### config.mk
export PLATFORM = sky130hd
export DESIGN_NAME = mem_access
export DESIGN_NICKNAME = d
export VERILOG_FILES = /design/src/rtl/mem_access.sv
export SDC_FILE = /design/constraint.sdc
export NUM_CORES = 1
export LEC_CHECK = 0
export CORE_MARGIN = 4
export CORE_UTILIZATION = 40
export CTS_BUF_LIST = sky130_fd_sc_hd__clkbuf_4 sky130_fd_sc_hd__clkbuf_8 sky130_fd_sc_hd__clkbuf_16
export DETAILED_ROUTE_END_ITERATION = 8
export PLACE_DENSITY_LB_ADDON = 0.3
export SKIP_LAST_GASP = 1
export SLEW_MARGIN = 10
export SYNTH_ARGS = -nofsm -noshare
export SYNTH_HDL_FRONTEND = slang
export SYNTH_SLANG_ARGS = --single-unit
### constraint.sdc
create_clock -name clk -period 1.8 [get_ports clk]
set_clock_uncertainty 0.1 [all_clocks]
set_input_delay 0.45 -clock clk [delete_from_list [all_inputs] [get_ports clk]]
set_output_delay 0.45 -clock clk [all_outputs]
set_load 0.02 [all_outputs]
### src/rtl/mem_access.sv
// rtl/mem_access.sv - memory-access stage: req/ack data bus with stall and timeout; optional MEM_ALIGN_CHECK_EN
module mem_access #(
    parameter int unsigned TIMEOUT = 255
) (
    input  logic        clk,
    input  logic        rst,
    input  logic        i_valid,
    input  logic [31:0] i_w_reg_data,
    input  logic [4:0]  i_w_reg_addr,
    input  logic        i_wd,
    input  logic [1:0]  i_mem_op,
    input  logic [31:0] i_store_data,
    output logic        o_valid,
    output logic [31:0] o_w_reg_data,
    output logic [4:0]  o_w_reg_addr,
    output logic        o_wd,
    output logic        o_stall_req,
    output logic        o_bus_err,
    output logic        o_align_err,
    output logic        dbus_req,
    output logic        dbus_we,
    output logic [31:0] dbus_addr,
    output logic [31:0] dbus_wdata,
    input  logic [31:0] dbus_rdata,
    input  logic        dbus_ack
);
    typedef enum logic {IDLE, BUSY} state_t;

    localparam logic [1:0] OP_LW   = 2'b01;
    localparam logic [1:0] OP_SW   = 2'b10;
    localparam logic [7:0] TO_LAST = 8'(TIMEOUT - 1);

    state_t      state_q, state_d;
    logic [7:0]  cnt_q, cnt_d;
    logic        valid_q, valid_d;
    logic [31:0] data_q, data_d;
    logic [4:0]  addr_q, addr_d;
    logic        wd_q, wd_d;
    logic        bus_err_q, bus_err_d;
    logic        align_err_q, align_err_d;
    logic        req_q, req_d;
    logic        we_q, we_d;
    logic [31:0] baddr_q, baddr_d;
    logic [31:0] wdata_q, wdata_d;

    logic is_mem, misaligned, issue, timeout;

    assign is_mem = (i_mem_op == OP_LW) || (i_mem_op == OP_SW);
`ifdef MEM_ALIGN_CHECK_EN
    assign misaligned = (i_w_reg_data[1:0] != 2'b00);
`else
    assign misaligned = 1'b0;
`endif
    assign issue       = (state_q == IDLE) && i_valid && is_mem && !misaligned;
    assign timeout     = (state_q == BUSY) && !dbus_ack && (cnt_q == TO_LAST);
    assign o_stall_req = issue || ((state_q == BUSY) && !dbus_ack && !timeout);

    always_comb begin
        state_d     = state_q;
        cnt_d       = cnt_q;
        valid_d     = 1'b0;
        data_d      = data_q;
        addr_d      = addr_q;
        wd_d        = wd_q;
        bus_err_d   = 1'b0;
        align_err_d = 1'b0;
        req_d       = req_q;
        we_d        = we_q;
        baddr_d     = baddr_q;
        wdata_d     = wdata_q;
        case (state_q)
            IDLE: begin
                if (i_valid) begin
                    if (!is_mem) begin
                        valid_d = 1'b1;
                        data_d  = i_w_reg_data;
                        addr_d  = i_w_reg_addr;
                        wd_d    = i_wd;
                    end else if (misaligned) begin
                        align_err_d = 1'b1;
                    end else begin
                        // Word address only; with the align check on the low bits are already zero.
                        addr_d  = i_w_reg_addr;
                        wd_d    = i_wd && (i_mem_op != OP_SW);
                        baddr_d = {i_w_reg_data[31:2], 2'b00};
                        wdata_d = i_store_data;
                        we_d    = (i_mem_op == OP_SW);
                        req_d   = 1'b1;
                        cnt_d   = 8'd0;
                        state_d = BUSY;
                    end
                end
            end
            BUSY: begin
                if (dbus_ack) begin
                    req_d   = 1'b0;
                    valid_d = 1'b1;
                    state_d = IDLE;
                    if (we_q) begin
                        data_d = baddr_q;
                        wd_d   = 1'b0;
                    end else begin
                        data_d = dbus_rdata;
                    end
                end else if (timeout) begin
                    req_d     = 1'b0;
                    bus_err_d = 1'b1;
                    state_d   = IDLE;
                end else begin
                    cnt_d = cnt_q + 8'd1;
                end
            end
            default: state_d = IDLE;
        endcase
    end

    always_ff @(posedge clk) begin
        if (rst) begin
            state_q     <= IDLE;
            cnt_q       <= 8'd0;
            valid_q     <= 1'b0;
            data_q      <= 32'd0;
            addr_q      <= 5'd0;
            wd_q        <= 1'b0;
            bus_err_q   <= 1'b0;
            align_err_q <= 1'b0;
            req_q       <= 1'b0;
            we_q        <= 1'b0;
            baddr_q     <= 32'd0;
            wdata_q     <= 32'd0;
        end else begin
            state_q     <= state_d;
            cnt_q       <= cnt_d;
            valid_q     <= valid_d;
            data_q      <= data_d;
            addr_q      <= addr_d;
            wd_q        <= wd_d;
            bus_err_q   <= bus_err_d;
            align_err_q <= align_err_d;
            req_q       <= req_d;
            we_q        <= we_d;
            baddr_q     <= baddr_d;
            wdata_q     <= wdata_d;
        end
    end

    assign o_valid      = valid_q;
    assign o_w_reg_data = data_q;
    assign o_w_reg_addr = addr_q;
    assign o_wd         = wd_q;
    assign o_bus_err    = bus_err_q;
    assign o_align_err  = align_err_q;
    assign dbus_req     = req_q;
    assign dbus_we      = we_q;
    assign dbus_addr    = baddr_q;
    assign dbus_wdata   = wdata_q;
endmodule

==> Word level (Yosys, flattened, before mapping) <==
Cells that the tools add are included.
{ "classes": {"order_cmp": 0, "reduce_logical": 17, "shift": 0, "add_sub_neg": 1, "mux": 30, "n_eq_ne": 12, "mul": 0, "bitwise": 1, "div": 0} }
{ "ops": {"columns": ["cell", "n"], "rows": [
  ["$mux 32", 4],
  ["$pmux 32 s2", 1],
  ["$mux 8", 4],
  ["$mux 1", 16],
  ["$pmux 8 s2", 1],
  ["$ne 2x2->1 const B", 7],
  ["$reduce_and 3->1", 4],
  ["$add 8x1->8 const B", 1],
  ["$eq 8x8->1 const B", 1],
  ["$pmux 1 s2", 4],
  ["$logic_and 1x1->1", 6],
  ["$reduce_and 4->1", 1],
  ["$ne 3x2->1 const B", 1],
  ["$reduce_or 3->1", 1],
  ["$eq 2x1->1 const B", 1],
  ["$eq 2x2->1 const B", 1],
  ["$logic_not 1->1", 2],
  ["$logic_or 1x1->1", 2],
  ["$ne 2x1->1 const B", 1],
  ["$reduce_and 2->1", 1],
  ["$not 1->1", 1]
]} }
{ "totals": {"word_cells": 72, "in_bits": 108, "rom_bits": 0, "latch_bits": 0, "mem_bits_rw": 0, "ff_bits": 113, "memories": 0, "output_inout_bits": 108} }

==> Logic depth before layout (Yosys ltp) <==
Gate-level depths: netlist of the first run.
{ "logic_depth": {"depth_word": 6, "ltp_mapped": 8, "depth_no_buf": 6} }

==> Worst setup path after synthesis of the first run <==
Ideal clock, no wire load.
{ "synth_timing": {"kind": "input-to-reg", "from": "input i_mem_op[0]", "to": "register baddr_q[16] (netlist: dbus_addr[16])", "setup_slack_ps": 115, "setup_time_ps": 70, "cell_stages": 8, "required_ps": 1630, "arrival_ps": 1515, "n_path_buf": 2, "path_cell_list": "inv_1 > ha_1 > inv_1 > nand2_1 > buf_4 > buf_2 > nand2_1 > a21oi_1"} }
{ "synth_via": {"elab_chain_cells": 3, "elab_cells_between_ends": 4, "cone_classes": "eq/ne: 2; reduce/logical: 2"} }
{ "synth_rtl": {"columns": ["element", "line", "rtl"], "rows": [
  ["from (decl)", "11", "input logic [1:0] i_mem_op,"],
  ["$eq 2x1->1 or $eq 2x2->1 (tied branches)", "48", "assign is_mem = (i_mem_op == OP_LW) || (i_mem_op == OP_SW);"],
  ["$logic_or 1x1->1 *", "48", null],
  ["$reduce_and 3->1 (no line) *", null, null],
  ["to (signal assigned)", "142", "baddr_q <= baddr_d;"],
  ["to (decl)", "43", "logic [31:0] baddr_q, baddr_d;"]
]} }
Mark *: on every way between the ends. The rest lies on a longest branch, timed or not.
A chain may end at the register's enable or synchronous reset.

==> Final worst setup path of the first run <==
{ "layout_timing": {"from": "register cnt_q[0]", "to": "output o_stall_req"} }
{ "layout_via": {"elab_chain_cells": 5} }
{ "layout_rtl": {"columns": ["element", "line", "rtl"], "rows": [
  ["from (decl)", "34", "logic [7:0] cnt_q, cnt_d;"],
  ["from (signal assigned)", "133", "cnt_q <= cnt_d;"],
  ["$eq 8x8->1", "55", "assign timeout = (state_q == BUSY) && !dbus_ack && (cnt_q == TO_LAST);"],
  ["$logic_and 1x1->1", "55", null],
  ["$logic_not 1->1", "56", "assign o_stall_req = issue || ((state_q == BUSY) && !dbus_ack && !timeout);"],
  ["$logic_and 1x1->1", "56", null],
  ["$logic_or 1x1->1", "56", null],
  ["to (decl)", "17", "output logic o_stall_req,"]
]} }
Every way passes these cells.

==> impl_metrics.ini, run 1 <==
[logic_synthesis]
synthTopCellsByArea = dfxtp_1, nand2_1, a21oi_1
synth_adder_area_share_pct = 0.7878
yosysUniqueCellTypes = 38
synthMuxAreaShare_pct = 6.303
yosys_warnings = 0
synth_top_area_share_pct = 47.48
yosysSeqAreaShare_pct = 47.48
ys_ff_latch = 113
synth.avg_cell_area_um2 = 8.117
synth-compound-area-share_pct = 18.83
synthXorXnorAreaFrac_pct = 0
synth_top_family_by_area = simple AND/OR/NAND/NOR gates
synth-simple-area-share_pct = 20.61
yosys.area.top_type = dfxtp_1
synth_cells = 587
syn-cell-area_mm2 = 0.004765

[routing]
met3_length_um = 1256
drc = 0
wl_met2_um = 8134
wl_met1_um = 6393
first_iter_violations = 267
route.antenna.remaining_nets = 0
drt_wl_total_um = 16130
viasPerCell = 5.235
dr.pass1.iters = 5
top_layer = met4
wl_per_cell_um = 16.65
vias = 5073

[sta]
slew_headroom_pct = 63.67
finalWorstSetupSlack_ns = -0.1937
rsz0062_at_grt = true
maxSlewViolCount = 0
hold_viol_final = 0
worst_pin_slew_ns = 0.5450
max_freq_mhz = 501.6
period_share_pct = 110.8
hold_slack_ns = 0.2132
final-setup-viol-count = 2
fin_crit_ns = 1.994

[hold_path]
hold_path_class = in -> reg

[final_layout]
final.fill_count = 937
utilization_pct = 68.37
num_antenna_cells = 0
final_cell_mix = nand2_1, dfxtp_1, dlygate4sd2_1
layout_commonest_cell = nand2_1
drive_gt1_share_pct = 11.74
synthToLayoutAreaGrowth_pct = 65.26
stdcell_area_mm2 = 0.007874
layout.nets = 925
fin_cells = 969

[pwr]
vdd_drop_max_v = 0.0005370
comb_power_share_pct = 18.3
switching_power_uw = 1923
swShare_pct = 24.96
clock_power_share_pct = 45.9
p_int_uw = 5782
p_seq_share_pct = 35.8
power-per-cell-area_mw_per_mm2 = 978.5
cellLeakagePower_uw = 0.003408

[worst_setup_path]
crit_fanout = 2
critPathKind = reg -> out
critical_path.startpoint_type = flip-flop
crit_path_end_kind = output port
cp_slowest_cell = dfxtp_2
worst_ep_required_time_ns = 1.25
path_cells = inv_2, ha_4, a41o_1, nand2_4, buf_6
cpPeakStageDelay_ns = 0.33
cp_data_arrival_time_ns = 1.44

[global_route]
globalRouteOverflowTotal = 0
antenna_found_initial = 0
grt_pass1_vias = 5101
grt_pass1_wl_um = 24520
grt_max_degree = 67
grt_use_total_pct = 22.85

[floorplan]
start_util_pct = 41.37
rows = 39
fp.coreArea_mm2 = 0.01152
die_w_um = 117.1
fp.dieH_um = 117.1
die_area_mm2 = 0.01372
pin_count = 216

[status]
failed_checks = setup timing
status = finished, violations left

[cts]
clock_latency_ns = 0.41
clock_tree.root_cell = clkbuf_16
cts_tree = done
h-tree-depth = 4
cts-buffers-inserted = 17
clk_pin_slew_worst_paths_ns = 0.05
clockBufferDepth = 2
cts_sinks = 113
cts_hold_buf = 0

[placement]
placedCellCount = 926
place_area_mm2 = 0.007121
numPortBuffers = 212
gp_congestion = 0.8286
dpl.hpwl_um = 10780

[job]
cap_violations = 0
==> logic make-up (layout without fill, tap and decap cells) <==
family,Yosys count,in the layout
other cells,1,3
simple gates,238,238
fa+ha+maj,3,3
flops,113,113
buf+inv,55,292
mux,30,30
compound gates,147,147
==> power groups by stage <==
| stage | registers, uW | logic (uW) | clock network [uW] |
|---|---|---|---|
| after floorplan | 2980 | 506 | 0 |
| after global placement | 2800 | 1380 | 0 |
| after detailed placement | 2810 | 1410 | 0 |
| after CTS | 2750 | 1380 | 3600 |
| after global routing | 2770 | 1520 | 3710 |
| final | 2750 | 1410 | 3540 |
==> metrics by stage <==
stage | power [uW] | setup slack, ns | TNS [ns]
3_5_place_dp | 4213 | -0.8249 | -63.28
5_1_grt | 8005 | -0.2398 | -0.3592
3_3_place_gp | 4176 | -0.8193 | -60.43
4_1_cts | 7734 | -0.1871 | -0.2017
2_1_floorplan | 3485 | 0.1148 | 0
6_report | 7705 | -0.1937 | -0.2285
==> sequential cells by signal, summed over array words and instances, names as in the netlist <==
name / count
o_w_reg_data: 32
o_valid: 1
dbus_addr: 30
dbus_req: 1
o_wd: 1
dbus_we: 1
cnt_q: 8
dbus_wdata: 32
state_q: 1
o_w_reg_addr: 5
o_bus_err: 1
==> path summary, 6_finish.rpt <==
kind	from	to	slack (ns)	depth (start not counted)
min	rst	cnt_q[2]	0.21	2
max reg2reg	cnt_q[0]	cnt_q[5]	-0.03	6
max	cnt_q[0]	o_stall_req	-0.19	5
min reg2reg	dbus_wdata[16]	dbus_wdata[16]	0.35	2
==> critical path, delay by kind of cell, from the launching register on <==
family | cells | cell delay, ns
AOI/OAI and AO/OA | 1 | 0.29
adders and majority gates | 1 | 0.16
buffers and inverters | 2 | 0.16
DFF | 1 | 0.33
and+or+nand+nor | 1 | 0.09
==> layer usage <==
metal	GRT usage (%)	up-vias
li1	-	2444
met1	26.80	2394
met2	38.35	204
met3	6.992	31
met4	10.24	0
met5	0	-
==> cells in the mapped netlist <==
library cell,n
or2_2,1
o31ai_1,1
clkbuf_1,22
and4_4,1
a211o_1,30
buf_6,4
conb_1,1
buf_4,6
nor2b_1,3
nand4_1,1
nand3_1,3
or2_0,1
a211oi_1,1
o311ai_1,1
or3_1,1
nand2b_1,9
o221ai_1,3
dfxtp_1,113
nand2_4,1
o21ai_0,1
inv_1,5
ha_1,3
a32oi_1,1
a41o_1,1
nor2_2,1
a31oi_1,1
mux2i_1,30
or4_1,4
buf_2,18
nor3_1,4
a22oi_2,1
and3_1,1
nand2_1,171
a311oi_1,1
a221oi_1,2
a21oi_1,103
nor2_1,35
nand4b_1,1
==> timing repair <==
| action | CTS | global route |
|---|---|---|
| setup buffers | 4 | 6 |
| gates resized for setup | 128 | 10 |
| endpoints found under the setup margin | 207 | 35 |
| gates cloned | 2 | 1 |
| pin swaps | 5 | 4 |
==> area by class of cell <==
type / instances / area, um2 / area share (%)
Tap cell: 143 / 178.9 / 2.272
Timing Repair Buffer: 256 / 2485 / 31.56
Inverter: 5 / 18.77 / 0.2384
Clock buffer: 27 / 538.0 / 6.833
Clock inverter: 4 / 95.09 / 1.208
Multi-Input combinational cell: 421 / 2288 / 29.06
Sequential cell: 113 / 2270 / 28.83
No activity file was read; power rests on OpenSTA's default activity.
==> inputs of run 2 (changes only) <==
--- a/config.mk
+++ b/config.mk
@@ -9,6 +9,7 @@
 export CORE_UTILIZATION = 40
 export CTS_BUF_LIST = sky130_fd_sc_hd__clkbuf_4 sky130_fd_sc_hd__clkbuf_8 sky130_fd_sc_hd__clkbuf_16
 export DETAILED_ROUTE_END_ITERATION = 8
+export HOLD_SLACK_MARGIN = 0.15
 export PLACE_DENSITY_LB_ADDON = 0.3
 export SKIP_LAST_GASP = 1
 export SLEW_MARGIN = 10
==> results of run 2 <==
Same layout as run 1: the final DEF is identical, and so are final timing and power.
==> inputs of run 3 (changes only) <==
--- a/config.mk
+++ b/config.mk
@@ -10,7 +10,7 @@
 export CTS_BUF_LIST = sky130_fd_sc_hd__clkbuf_4 sky130_fd_sc_hd__clkbuf_8 sky130_fd_sc_hd__clkbuf_16
 export DETAILED_ROUTE_END_ITERATION = 8
 export HOLD_SLACK_MARGIN = 0.15
-export PLACE_DENSITY_LB_ADDON = 0.3
+export PLACE_DENSITY = 0.89
 export SKIP_LAST_GASP = 1
 export SLEW_MARGIN = 10
 export SYNTH_ARGS = -nofsm -noshare
==> run 3 against run 2 <==
The run still ends with setup timing left. First-iteration DRC count is 17% higher. Register-to-register slack better by 0.04 ns. Routed wire length is 4.2% lower.
==> impl_metrics.ini, run 3 (same netlist as run 1, synthesis figures left out) <==
[status]
status = finished, violations left
failed_checks = setup timing

[final_layout]
final_cell_mix = nand2_1, dfxtp_1, dlygate4sd2_1
synthToLayoutAreaGrowth_pct = 63.26
drive_gt1_share_pct = 11.23
layout_commonest_cell = nand2_1
num_antenna_cells = 0
final.fill_count = 938
layout.nets = 918
utilization_pct = 67.55
fin_cells = 962

[placement]
dpl.hpwl_um = 10130
placedCellCount = 924
numPortBuffers = 212
gp_congestion = 0.7792

[cts]
cts_sinks = 113
clk_pin_slew_worst_paths_ns = 0.05
clockBufferDepth = 2
clock_tree.root_cell = clkbuf_16
clock_latency_ns = 0.40
h-tree-depth = 4
cts-buffers-inserted = 17
cts_tree = done

[routing]
wl_per_cell_um = 16.07
vias = 4955
route.antenna.remaining_nets = 0
dr.pass1.iters = 7
drt_wl_total_um = 15460
viasPerCell = 5.151
first_iter_violations = 312
drc = 0

[global_route]
grt_pass1_wl_um = 23430
grt_max_degree = 67
globalRouteOverflowTotal = 0
grt_use_total_pct = 21.80
grt_pass1_vias = 4736
antenna_found_initial = 0

[sta]
worst_pin_slew_ns = 0.5325
final-setup-viol-count = 1
finalWorstSetupSlack_ns = -0.1571
max_freq_mhz = 511.0
rsz0062_at_grt = true
hold_viol_final = 0
period_share_pct = 108.7
maxSlewViolCount = 0
slew_headroom_pct = 64.50
fin_crit_ns = 1.957

[hold_path]
hold_path_class = in -> reg
worstHoldPathCells = 2

[job]
cap_violations = 0

[worst_setup_path]
crit_path_end_kind = output port
worst_ep_required_time_ns = 1.25
rrSetupSlack_ns = 0.01
crit_fanout = 2
reg2reg_depth = 6
cp_data_arrival_time_ns = 1.41
critical_path.startpoint_type = flip-flop
critPathKind = reg -> out

[floorplan]
fp.dieH_um = 117.1
start_util_pct = 41.37
pin_count = 216
die_w_um = 117.1
die_area_mm2 = 0.01372
fp.coreArea_mm2 = 0.01152
rows = 39

[pwr]
power-per-cell-area_mw_per_mm2 = 974.9
vdd_drop_max_v = 0.0005546
power_uw = 7584
cellLeakagePower_uw = 0.003355
run 3: changes by cell type in the layout (fill, tap and decap cells not counted), sizes merged:
| cell | previous run | this run |
|---|---|---|
| buf | 44 | 38 |
| bufbuf | 1 | 0 |
| clkbuf | 28 | 27 |
| clkinv | 1 | 2 |
| dlygate4sd2 | 108 | 107 |
| dlymetal6s2s | 0 | 1 |
run 3: per-layer routing:
| layer | up-vias | GRT usage [%] | wire length [um] |
|---|---|---|---|
| li1 | 2429 | - | - |
| met1 | 2340 | 26.33 | 6511 |
| met2 | 158 | 36.01 | 7705 |
| met3 | 28 | 6.941 | 894 |
| met4 | 0 | 8.716 | 348 |
| met5 | - | 0 | 0 |
run 3: power by group:
| part | internal (uW) | switching, uW |
|---|---|---|
| clock network | 2390 | 1080 |
| logic | 634 | 730 |
| registers | 2660 | 87.3 |
run 3: worst paths after layout:
check | startpoint | end
max | cnt_q[0] | o_stall_req
min | rst | state_q
max reg2reg | cnt_q[0] | cnt_q[5]
min reg2reg | o_w_reg_data[27] | o_w_reg_data[27]
run 3: final cells by class:
class                      instances  area, um2  area share (%)
clock buffer                      26      518.0           6.659
clock inverter                     5      100.1           1.287
inverter                           5      18.77          0.2413
multi-input combinational        421       2302           29.60
sequential                       113       2270           29.18
tap                              143      178.9           2.300
timing repair buffer             249       2391           30.74
run 3: critical path: stages, from the launching register on:
cell	delay, ns
dfxtp_2	0.33
inv_2	0.05
ha_4	0.15
a41o_1	0.28
nand2_4	0.09
buf_6	0.11
run 3: repair_timing:
| item | CTS | global route |
|---|---|---|
| setup buffers | 3 | 2 |
| cloned | 1 | 1 |
| pin swaps | 3 | 5 |
| gates resized for setup | 124 | 15 |
| hold buffers | 0 | 0 |
| endpoints found under the setup margin | 207 | 27 |
run 3: through the flow:
step / TNS, ns / worst slack (ns) / cell area [um2] / hold WS [ns]
2_1_floorplan: 0 / 0.1148 / 4772 / 0.3512
3_3_place_gp: -62.47 / -0.8031 / 7106 / 0.3377
3_5_place_dp: -65.04 / -0.8181 / 7106 / 0.3446
4_1_cts: -0.1983 / -0.1934 / 7685 / 0.2294
5_1_grt: -0.2262 / -0.2067 / 7779 / 0.2555
6_report: -0.1571 / -0.1571 / 7779 / 0.2573
